--- src/rtl/serial_adder.sv ---
// serial_adder: bit-serial adder, one full-adder cell and a 1-bit carry register,
// LSB first, with a valid/ready operand handshake and a valid/ready result handshake.
// Optional subtraction is built when the SERIAL_ADDER_SUB_EN macro is defined.
module serial_adder #(
  parameter int unsigned WIDTH = 32
) (
  input  logic             clk,
  input  logic             rst_n,
  input  logic             in_valid,
  output logic             in_ready,
  input  logic [WIDTH-1:0] in_a,
  input  logic [WIDTH-1:0] in_b,
  input  logic             in_cin,
`ifdef SERIAL_ADDER_SUB_EN
  input  logic             in_sub,
`endif
  output logic             out_valid,
  input  logic             out_ready,
  output logic [WIDTH-1:0] out_sum,
  output logic             out_cout,
  output logic             out_ovf,
  output logic             busy
);

  localparam int unsigned CW = $clog2(WIDTH);

  typedef enum logic [1:0] {
    IDLE = 2'd0,
    RUN  = 2'd1,
    DONE = 2'd2
  } state_t;

  state_t           state;
  logic [WIDTH-1:0] a_q;
  logic [WIDTH-1:0] b_q;
  logic [WIDTH-1:0] sum_q;
  logic [CW-1:0]    cnt_q;
  logic             carry_q;
  logic             cmsb_q;
  logic             sub_q;
  logic             b_bit_c;
  logic             fa_sum_c;
  logic             fa_carry_c;
  logic             init_carry_c;

  // Carry seed on accept: subtraction forces 1 so that A + ~B + 1 = A - B.
  always_comb begin
    init_carry_c = in_cin;
`ifdef SERIAL_ADDER_SUB_EN
    if (in_sub) begin
      init_carry_c = 1'b1;
    end
`endif
  end

  // Single full-adder cell on the current LSBs; B is inverted bit by bit when subtracting.
  always_comb begin
    b_bit_c    = b_q[0] ^ sub_q;
    fa_sum_c   = a_q[0] ^ b_bit_c ^ carry_q;
    fa_carry_c = (a_q[0] & b_bit_c) | (a_q[0] & carry_q) | (b_bit_c & carry_q);
  end

  // Control FSM, datapath shift registers and registered outputs.
  always_ff @(posedge clk) begin
    if (!rst_n) begin
      state     <= IDLE;
      a_q       <= '0;
      b_q       <= '0;
      sum_q     <= '0;
      cnt_q     <= '0;
      carry_q   <= 1'b0;
      cmsb_q    <= 1'b0;
      sub_q     <= 1'b0;
      in_ready  <= 1'b1;
      out_valid <= 1'b0;
      out_sum   <= '0;
      out_cout  <= 1'b0;
      out_ovf   <= 1'b0;
      busy      <= 1'b0;
    end else begin
      case (state)
        IDLE: begin
          if (in_valid && in_ready) begin
            a_q      <= in_a;
            b_q      <= in_b;
            carry_q  <= init_carry_c;
`ifdef SERIAL_ADDER_SUB_EN
            sub_q    <= in_sub;
`else
            sub_q    <= 1'b0;
`endif
            sum_q    <= '0;
            cnt_q    <= '0;
            state    <= RUN;
            in_ready <= 1'b0;
            busy     <= 1'b1;
          end
        end
        RUN: begin
          a_q     <= {1'b0, a_q[WIDTH-1:1]};
          b_q     <= {1'b0, b_q[WIDTH-1:1]};
          sum_q   <= {fa_sum_c, sum_q[WIDTH-1:1]};
          carry_q <= fa_carry_c;
          if (cnt_q == CW'(WIDTH - 1)) begin
            // Carry entering the MSB cell, kept for signed overflow.
            cmsb_q <= carry_q;
            state  <= DONE;
          end else begin
            cnt_q <= cnt_q + CW'(1);
          end
        end
        DONE: begin
          if (!out_valid) begin
            out_valid <= 1'b1;
            out_sum   <= sum_q;
            out_cout  <= carry_q;
            out_ovf   <= carry_q ^ cmsb_q;
          end else if (out_ready) begin
            out_valid <= 1'b0;
            out_sum   <= '0;
            out_cout  <= 1'b0;
            out_ovf   <= 1'b0;
            state     <= IDLE;
            in_ready  <= 1'b1;
            busy      <= 1'b0;
          end
        end
        default: begin
          state <= IDLE;
        end
      endcase
    end
  end

endmodule

--- config.mk ---
export PLATFORM = sky130hd
export DESIGN_NAME = serial_adder
export DESIGN_NICKNAME = d
export VERILOG_FILES = /design/src/rtl/serial_adder.sv
export SDC_FILE = /design/constraint.sdc
export NUM_CORES = 1
export LEC_CHECK = 0
export CORE_MARGIN = 2
export CORE_UTILIZATION = 45
export CTS_BUF_LIST = sky130_fd_sc_hd__clkbuf_4 sky130_fd_sc_hd__clkbuf_8
export CTS_CLUSTER_DIAMETER = 30
export DETAILED_ROUTE_END_ITERATION = 10
export PLACE_DENSITY = 0.77
export SYNTH_ARGS = -nofsm -noshare
export SYNTH_HDL_FRONTEND = slang
export SYNTH_SLANG_ARGS = --single-unit
--- constraint.sdc ---
create_clock -name clk -period 1.8 [get_ports clk]
set_input_delay 0.45 -clock clk [delete_from_list [all_inputs] [get_ports clk]]
set_output_delay 0.45 -clock clk [all_outputs]
set_load 0.02 [all_outputs]
-- After elaboration in Yosys (flattened, before gate mapping)
Cells that the tools add are included.
- register bits: 142
- output and inout bits: 37
- bitwise logic cells: 8
- mux-type cells: 30
- reductions and logical operators: 10
- eq/ne operators: 9
- add/subtract/negate cells: 1
- operator list (operator ; number):
    one-hot mux 32 bit (2 select lines) ; 3
    two-way mux 32 bit ; 5
    two-way mux 1 bit ; 11
    two-way mux 5 bit ; 2
    inequality test 2 bit (second input constant) ; 5
    one-hot mux 5 bit (2 select lines) ; 1
    two-way mux 2 bit ; 4
    AND reduction 4 bit ; 2
    one-hot mux 1 bit (2 select lines) ; 3
    one-hot mux 2 bit (3 select lines) ; 1
    AND reduction 2 bit ; 3
    adder 5 x 1 -> 5 bit (second input constant) ; 1
    equality test 5 bit (second input constant) ; 1
    nonzero test 2 bit ; 2
    AND 1 bit ; 3
    AND reduction 3 bit ; 1
    XOR 1 bit ; 3
    equality test 2 x 1 -> 1 bit (second input constant) ; 1
    equality test 2 bit (second input constant) ; 1
    zero test 2 bit ; 1
    inequality test 2 x 1 -> 1 bit (second input constant) ; 1
    OR 1 bit ; 2
    logical AND 1 bit ; 1

-- Depth between registers and ports, before layout
Gate-level depths: netlist (run 1).
- depth in word-level cells: 4
- mapped depth: 7
- mapped depth without buffers: 6

-- Worst setup path after synthesis (run 1)
Ideal clock, no wire load.
- path kind: register -> register
- from: register cnt_q[0]
- to: register cnt_q[3]
- cell stages (with the launch flop): 8
- buffers on the path: 1
- slack: -0.079 ns
- arrival time: 1.809 ns
- clock period less this slack: 1.879 ns
- data required time: 1.730 ns
- cells stage by stage: dfxtp_1 ha_1 and3_1 ha_1 or3b_1 clkbuf_2 or3_1 a21oi_1
- longest elaborated chain between the ends: 3
- RTL lines (what ; RTL line ; source):
    from (decl) ; 37 ; logic [CW-1:0] cnt_q;
    from (signal assigned) ; 109 ; cnt_q <= cnt_q + CW'(1);
    adder 5 x 1 -> 5 bit / equality test 5 bit (equally long branches) ; 109, 104 ;
    two-way mux 5 bit / inequality test 2 bit (equally long branches) ; -- ;
    one-hot mux 5 bit (2 select lines) / AND reduction 3 bit (equally long branches) ; -- ;
Parallel ways exist; a longest one is shown, timed or not. The select of a mux whose other input is x is not followed.
A chain may end at the register's enable or synchronous reset.

-- Worst setup path after layout (run 1)
Same ends and word-level chain as after synthesis.

==> results of run 1 <==
==> registers in the layout, indices dropped and copies added, names as in the netlist <==
| register | cells |
|---|---|
| cmsb_q | 1 |
| sum_q | 32 |
| b_q | 32 |
| out_sum | 32 |
| out_cout | 1 |
| in_ready | 1 |
| a_q | 32 |
| cnt_q | 5 |
| busy | 1 |
| out_valid | 1 |
| out_ovf | 1 |
| state | 2 |
| carry_q | 1 |
==> power by group <==
part	internal, mW	switching, mW	leakage [nW]
combinational	0.494	0.470	1.70
sequential	3.34	0.115	1.16
clock	1.61	1.13	0.225
total	5.44	1.71	3.09
==> tightest hold or removal path: cells and delay by family (launching register included) <==
family	cells	cell delay, ps
flops	1	310
compound gates	2	120
==> cells in the final DEF (no fill, tap or decap), types with 3 or more instances in the layout <==
cell / instances
a211oi_1: 62
a21oi_1: 104
a22o_1: 32
buf_12: 10
buf_4: 11
bufinv_16: 3
clkbuf_4: 6
clkbuf_8: 21
clkdlybuf4s50_1: 68
dfxtp_1: 138
dfxtp_2: 4
dlygate4sd2_1: 37
inv_1: 4
mux2i_1: 63
nand2_1: 45
nor2_1: 4
o21ai_0: 39
==> how the worst max path moves through the flow <==
stage | from | to | slack, ps | depth (start not counted)
6_report | cnt_q[0] | cnt_q[3] | 30 | 6
3_5_place_dp | in_valid | a_q[25] | -110 | 5
2_1_floorplan | cnt_q[1] | cnt_q[3] | 8 | 7
5_1_grt | cnt_q[0] | cnt_q[3] | -30 | 6
3_3_place_gp | in_valid | carry_q | -50 | 5
4_1_cts | cnt_q[0] | cnt_q[3] | 30 | 6
==> layout make-up <==
class	count	area, µm²
inverter	6	23.8
timing repair buffer	126	1290
clock buffer	27	334
clock inverter	5	103
tap	168	210
fill	1016	4740
sequential	142	2850
multi-input combinational	379	2570
==> what timing repair did <==
| action | in CTS | in global routing |
|---|---|---|
| gates resized for setup | 37 | 3 |
| setup endpoints to repair | 37 | 5 |
| setup buffers | 0 | 0 |
==> kinds of logic (layout without fill, tap and decap cells) <==
group	count (synthesis)	after routing	synth area share (%)
AO/OA/AOI/OAI	244	244	26.8
XOR/XNOR	2	2	0.311
adder cells (fa/ha/maj)	3	3	0.799
buffers and inverters	63	164	4.93
flip-flops	142	142	50.4
multiplexers	63	63	11.2
AND/OR/NAND/NOR	67	67	5.53
==> per-layer routing <==
layer / part of all wire (%) / vias to the layer above
met4: 1.7 / 0
met2: 47 / 129
met3: 5.8 / 20
met1: 45 / 2172
met5: 0 / -
li1: - / 2325
==> metrics by stage <==
stage          TNS [ps]  hold slack [ps]
2_1_floorplan         0              432
3_3_place_gp      -1780              452
3_5_place_dp      -3630              450
4_1_cts               0              462
5_1_grt           -46.9              494
6_report              0              468
==> synthesized netlist by cell type, types with 2 or more instances <==
library cell  instances
nor2b_1               2
buf_4                 7
clkbuf_1             36
o22ai_1               2
buf_1                 2
nand2_1              45
o21ai_0              39
buf_2                11
nand2b_1              2
inv_2                 2
nor2_1                6
a22o_1               32
a21oi_1             104
dfxtp_1             142
inv_1                 4
a211oi_1             62
nor4bb_1              2
ha_1                  2
mux2i_1              63
==> reports/results.ini, run 1 <==
[cells_and_area]
drive_gt1_share_pct = 10.4
final_cells = 853
final_util_pct = 60.9
nets = 744
n_antenna_cell = 0
postLayoutCellArea_um2 = 7370
area_delta_synth_final_pct = 30.8

[route]
drtAntennaViolNets = 0
drt-total-wl_um = 12700
drc = 0
dr.pass1.iters = 4
detail_route.wl_per_cell_um = 14.9
drtIter0Drc = 301
dr_total_vias = 4646
viasPerCell = 5.45

[sta]
max_freq_mhz = 564
final.min_clock_period_ps = 1770
rsz0062_at_grt = yes
slew_viol_final = 0
setup_viol = 0
fin_crit_sh_pct = 98.5
skew_ps = 7.80
worstMarginPinSlew_ps = 499
worst_slack_ps = 26.5
hold_viol_final = 0
max_slew_margin_pct = 66.3

[die]
die_area_um2 = 13400
start_util_pct = 46.5
ios = 106
die_w_um = 116
fp-row-count = 40
dieHeight_um = 116
coreArea_um2 = 12100

[critical_path]
critPathKind = reg -> reg
worstPathArrival_ps = 2150
required_ps = 2180
reg2regPathDepth = 6
rrSetupSlack_ps = 30
cp_cell_sequence = ha_2 > and3_4 > ha_4 > or3b_4 > or3_1 > a21oi_1
critical-path-top-delay-family = simple AND/OR/NAND/NOR gates
critPathMaxFanout = 4
timing.rr.end = cnt_q[3]
critPathLaunchType = flop
crit_path_end_kind = flop
cpMaxStageDelayCell = or3b_4
max_stage_delay_ps = 400
crit_buf_inv = 0
r2r-start = cnt_q[0]

[place]
place_inst = 821
pre_cts_slack_ps = -108
place_area_um2 = 6980
gp_congestion = 0.767
place.port_buffers = 105
dpl.hpwl_um = 8510

[grt]
groute.usage.overall_pct = 19.6
grt_overflow = 0
grt_util_met1_pct = 24.7
antenna_found_initial = 0
grt_pass1_vias = 4398
met2_usage_pct = 31.0
grt_start_max_net_pins = 64
top_usage_layer = met2
grt_pass1_wl_um = 20800
grtUsageMet3_pct = 6.75

[synthesis]
synth_largest_area_cell = dfxtp_1
synth-edff-count = 0
synth_nets = 656
synth_cells = 584
synth_warnings = 0
avgSynthCellArea_um2 = 9.65
synth_area_leaders = dfxtp_1 (50%), mux2i_1 (11%), a21oi_1 (9.2%), a211oi_1 (8.3%), a22o_1 (5.0%)
synth_seq_area_share_pct = 50.4
synth-seq-cells = 142
synth_area_um2 = 5640
ys_types = 38
synthFlopType = dfxtp_1
synthArstFlopShare_pct = 0
synth_top_area_share_pct = 50.4

[worst_hold_path]
hold-path-cell-count = 2
hp-start = out_sum[13]
worstHoldEndpoint = out_sum[13]
worstHoldPathType = reg -> reg

[clocking]
cts_tree = done
insertion_delay_ps = 450
cts-root-buf = clkbuf_8
clock_sink_count = 142
cts_buffers = 17
cts.reportedPaths.clkPinSlew_ps = 70
htreeDepth = 4
ctsHoldBuffers = 0
clk_path_buf_depth = 2

[power]
power_density_nw_per_um2 = 970
p_leak_nw = 3.09
peakVddDrop_mv = 0.513
fin_total_pwr_mw = 7.15

[outcome]
status = finished, final reports clean

[run]
drv_cap = 0

(Power assumes the default switching activity.)
==> run 2, diff against run 1 <==
Settings changed: CORE_UTILIZATION 45 to 49, PLACE_DENSITY 0.77 to 0.83.
==> reports/results.ini, run 2 (same netlist as run 1, synthesis figures left out) <==
[sta]
fin_hold_ws_ps = 475  ; +7.47 ps
final.min_clock_period_ps = 1790  ; +12.8 ps
max_slew_margin_pct = 58.3  ; -8.0 points
max_freq_mhz = 560  ; -0.71%
skew_ps = 10.8  ; +2.97 ps
setup_viol = 0  ; unchanged
fin_crit_sh_pct = 99.2  ; +0.71 points
hold_viol_final = 0  ; unchanged
worst_slack_ps = 13.7  ; -12.8 ps
slew_viol_final = 0  ; unchanged
tns_ps = 0  ; unchanged
worstMarginPinSlew_ps = 624  ; +125 ps

[grt]
grt_pass1_vias = 4758  ; +8.2%
grt_overflow = 0  ; unchanged
grt_pass1_wl_um = 22100  ; +6.3%
groute.usage.overall_pct = 21.6  ; +2.0 points
antenna_found_initial = 0  ; unchanged
grt_start_max_net_pins = 54  ; -16%

[route]
dr.pass1.iters = 4  ; unchanged
drtIter0Drc = 316  ; +5.0%
viasPerCell = 5.72  ; +4.9%
drt-total-wl_um = 13300  ; +5.0%
detail_route.wl_per_cell_um = 16.0  ; +7.7%
dr_total_vias = 4755  ; +2.3%
drtAntennaViolNets = 0  ; unchanged
drc = 0  ; unchanged

[clocking]
cts_tree = done
cts_buffers = 17  ; unchanged
clk_path_buf_depth = 2  ; unchanged
clock_sink_count = 142  ; unchanged
ctsHoldBuffers = 0  ; unchanged
htreeDepth = 4  ; unchanged
cts-root-buf = clkbuf_8
insertion_delay_ps = 430  ; -20 ps
cts.reportedPaths.clkPinSlew_ps = 80  ; about the same

[die]
start_util_pct = 49.8  ; +3.3 points
dieHeight_um = 111  ; -4.0%
coreArea_um2 = 11300  ; -6.5%
ios = 106  ; unchanged
die_w_um = 111  ; -4.0%
fp-row-count = 39  ; -2.5%
die_area_um2 = 12400  ; -7.9%

[critical_path]
r2r-start = cnt_q[0]
critPathKind = reg -> reg
critPathLaunchType = flop
rrSetupSlack_ps = 10  ; about the same
cpMaxStageDelayCell = or3b_4
cp_cell_sequence = ha_2 > and3_4 > ha_4 > or3b_4 > or3_1 > a21oi_2
reg2regPathDepth = 6  ; unchanged
timing.rr.end = cnt_q[3]
crit_path_end_kind = flop
critPathMaxFanout = 3  ; -1
worstPathArrival_ps = 2150  ; about the same
max_stage_delay_ps = 390  ; about the same
required_ps = 2160  ; -20 ps
crit_buf_inv = 0  ; unchanged
critical-path-top-delay-family = simple AND/OR/NAND/NOR gates

[worst_hold_path]
worstHoldPathType = reg -> reg
hold-path-cell-count = 2  ; unchanged
worstHoldEndpoint = out_sum[4]
hp-start = out_sum[4]

[cells_and_area]
layout_commonest_cell = dfxtp_1
final_cell_mix = dfxtp_1 (140), a21oi_1 (103), clkdlybuf4s50_1 (68), mux2i_1 (63), a211oi_1 (62)
nets = 748  ; +0.54%
area_delta_synth_final_pct = 30.7  ; about the same
drive_gt1_share_pct = 10.9  ; +0.52 points
n_antenna_cell = 0  ; unchanged

[power]
peakVddDrop_mv = 0.542  ; +5.6%
power_density_nw_per_um2 = 983  ; +1.3%
p_leak_nw = 3.09  ; about the same
fin_total_pwr_mw = 7.24  ; +1.2%

[place]
place.port_buffers = 105  ; unchanged
gp_congestion = 0.764  ; -0.46%
pre_cts_slack_ps = -455  ; -347 ps
dpl.hpwl_um = 8820  ; +3.6%

[run]
drv_cap = 0  ; unchanged

[outcome]
status = finished, final reports clean

-- run 2: how the worst max path moves through the flow --
stage | startpoint | end | slack, ps | depth (start not counted)
after floorplan | cnt_q[1] | cnt_q[3] | 8 | 7
after global placement | out_ready | out_sum[31] | -270 | 4
after detailed placement | out_ready | out_sum[1] | -460 | 4
after CTS | cnt_q[0] | cnt_q[0] | 7 | 6
after global routing | cnt_q[0] | cnt_q[3] | -30 | 6
final | cnt_q[0] | cnt_q[3] | 10 | 6
-- run 2: timing repair --
item,in CTS,in global routing
cloned,0,0
setup endpoints to repair,71,2
gates resized for setup,38,4
setup buffers,0,2
-- run 2: final cells by class --
| type | instances | area (µm²) |
|---|---|---|
| multi-input cells | 379 | 2580 |
| fillers | 924 | 3950 |
| clock buffers | 19 | 255 |
| clock inverters | 13 | 188 |
| repair buffers | 130 | 1290 |
| flip-flops and latches | 142 | 2850 |
| inverters | 6 | 23.8 |
| well taps | 143 | 179 |
-- run 2: per-stage QoR --
stage	util, %	std cells	area (µm²)
global route	65.1	832	7370
finish	65.1	832	7370
global placement	61.3	798	6940
CTS	64.8	830	7340
floorplan	-	584	5670
detailed placement	61.3	798	6940
-- run 2: worst min-delay path, stage by stage (launching register included) --
cell,delay (ps)
dfxtp_1,310
o21ai_0,70
a21oi_1,60
-- run 2: power breakdown --
| group | total (mW) | internal [mW] | switching [mW] |
|---|---|---|---|
| Clock | 2.80 | 1.57 | 1.23 |
| Sequential | 3.45 | 3.33 | 0.120 |
| Combinational | 0.988 | 0.505 | 0.483 |
| Total | 7.24 | 5.41 | 1.83 |
-- run 2: routing by layer --
metal  up-vias  global-route usage, %  part of all wire [%]
li1       2335                      -                     -
met2       128                   36.9                    50
met1      2258                   25.7                    43
met5         -                      0                     0
met4         0                   10.3                   2.7
met3        34                   4.98                   4.8
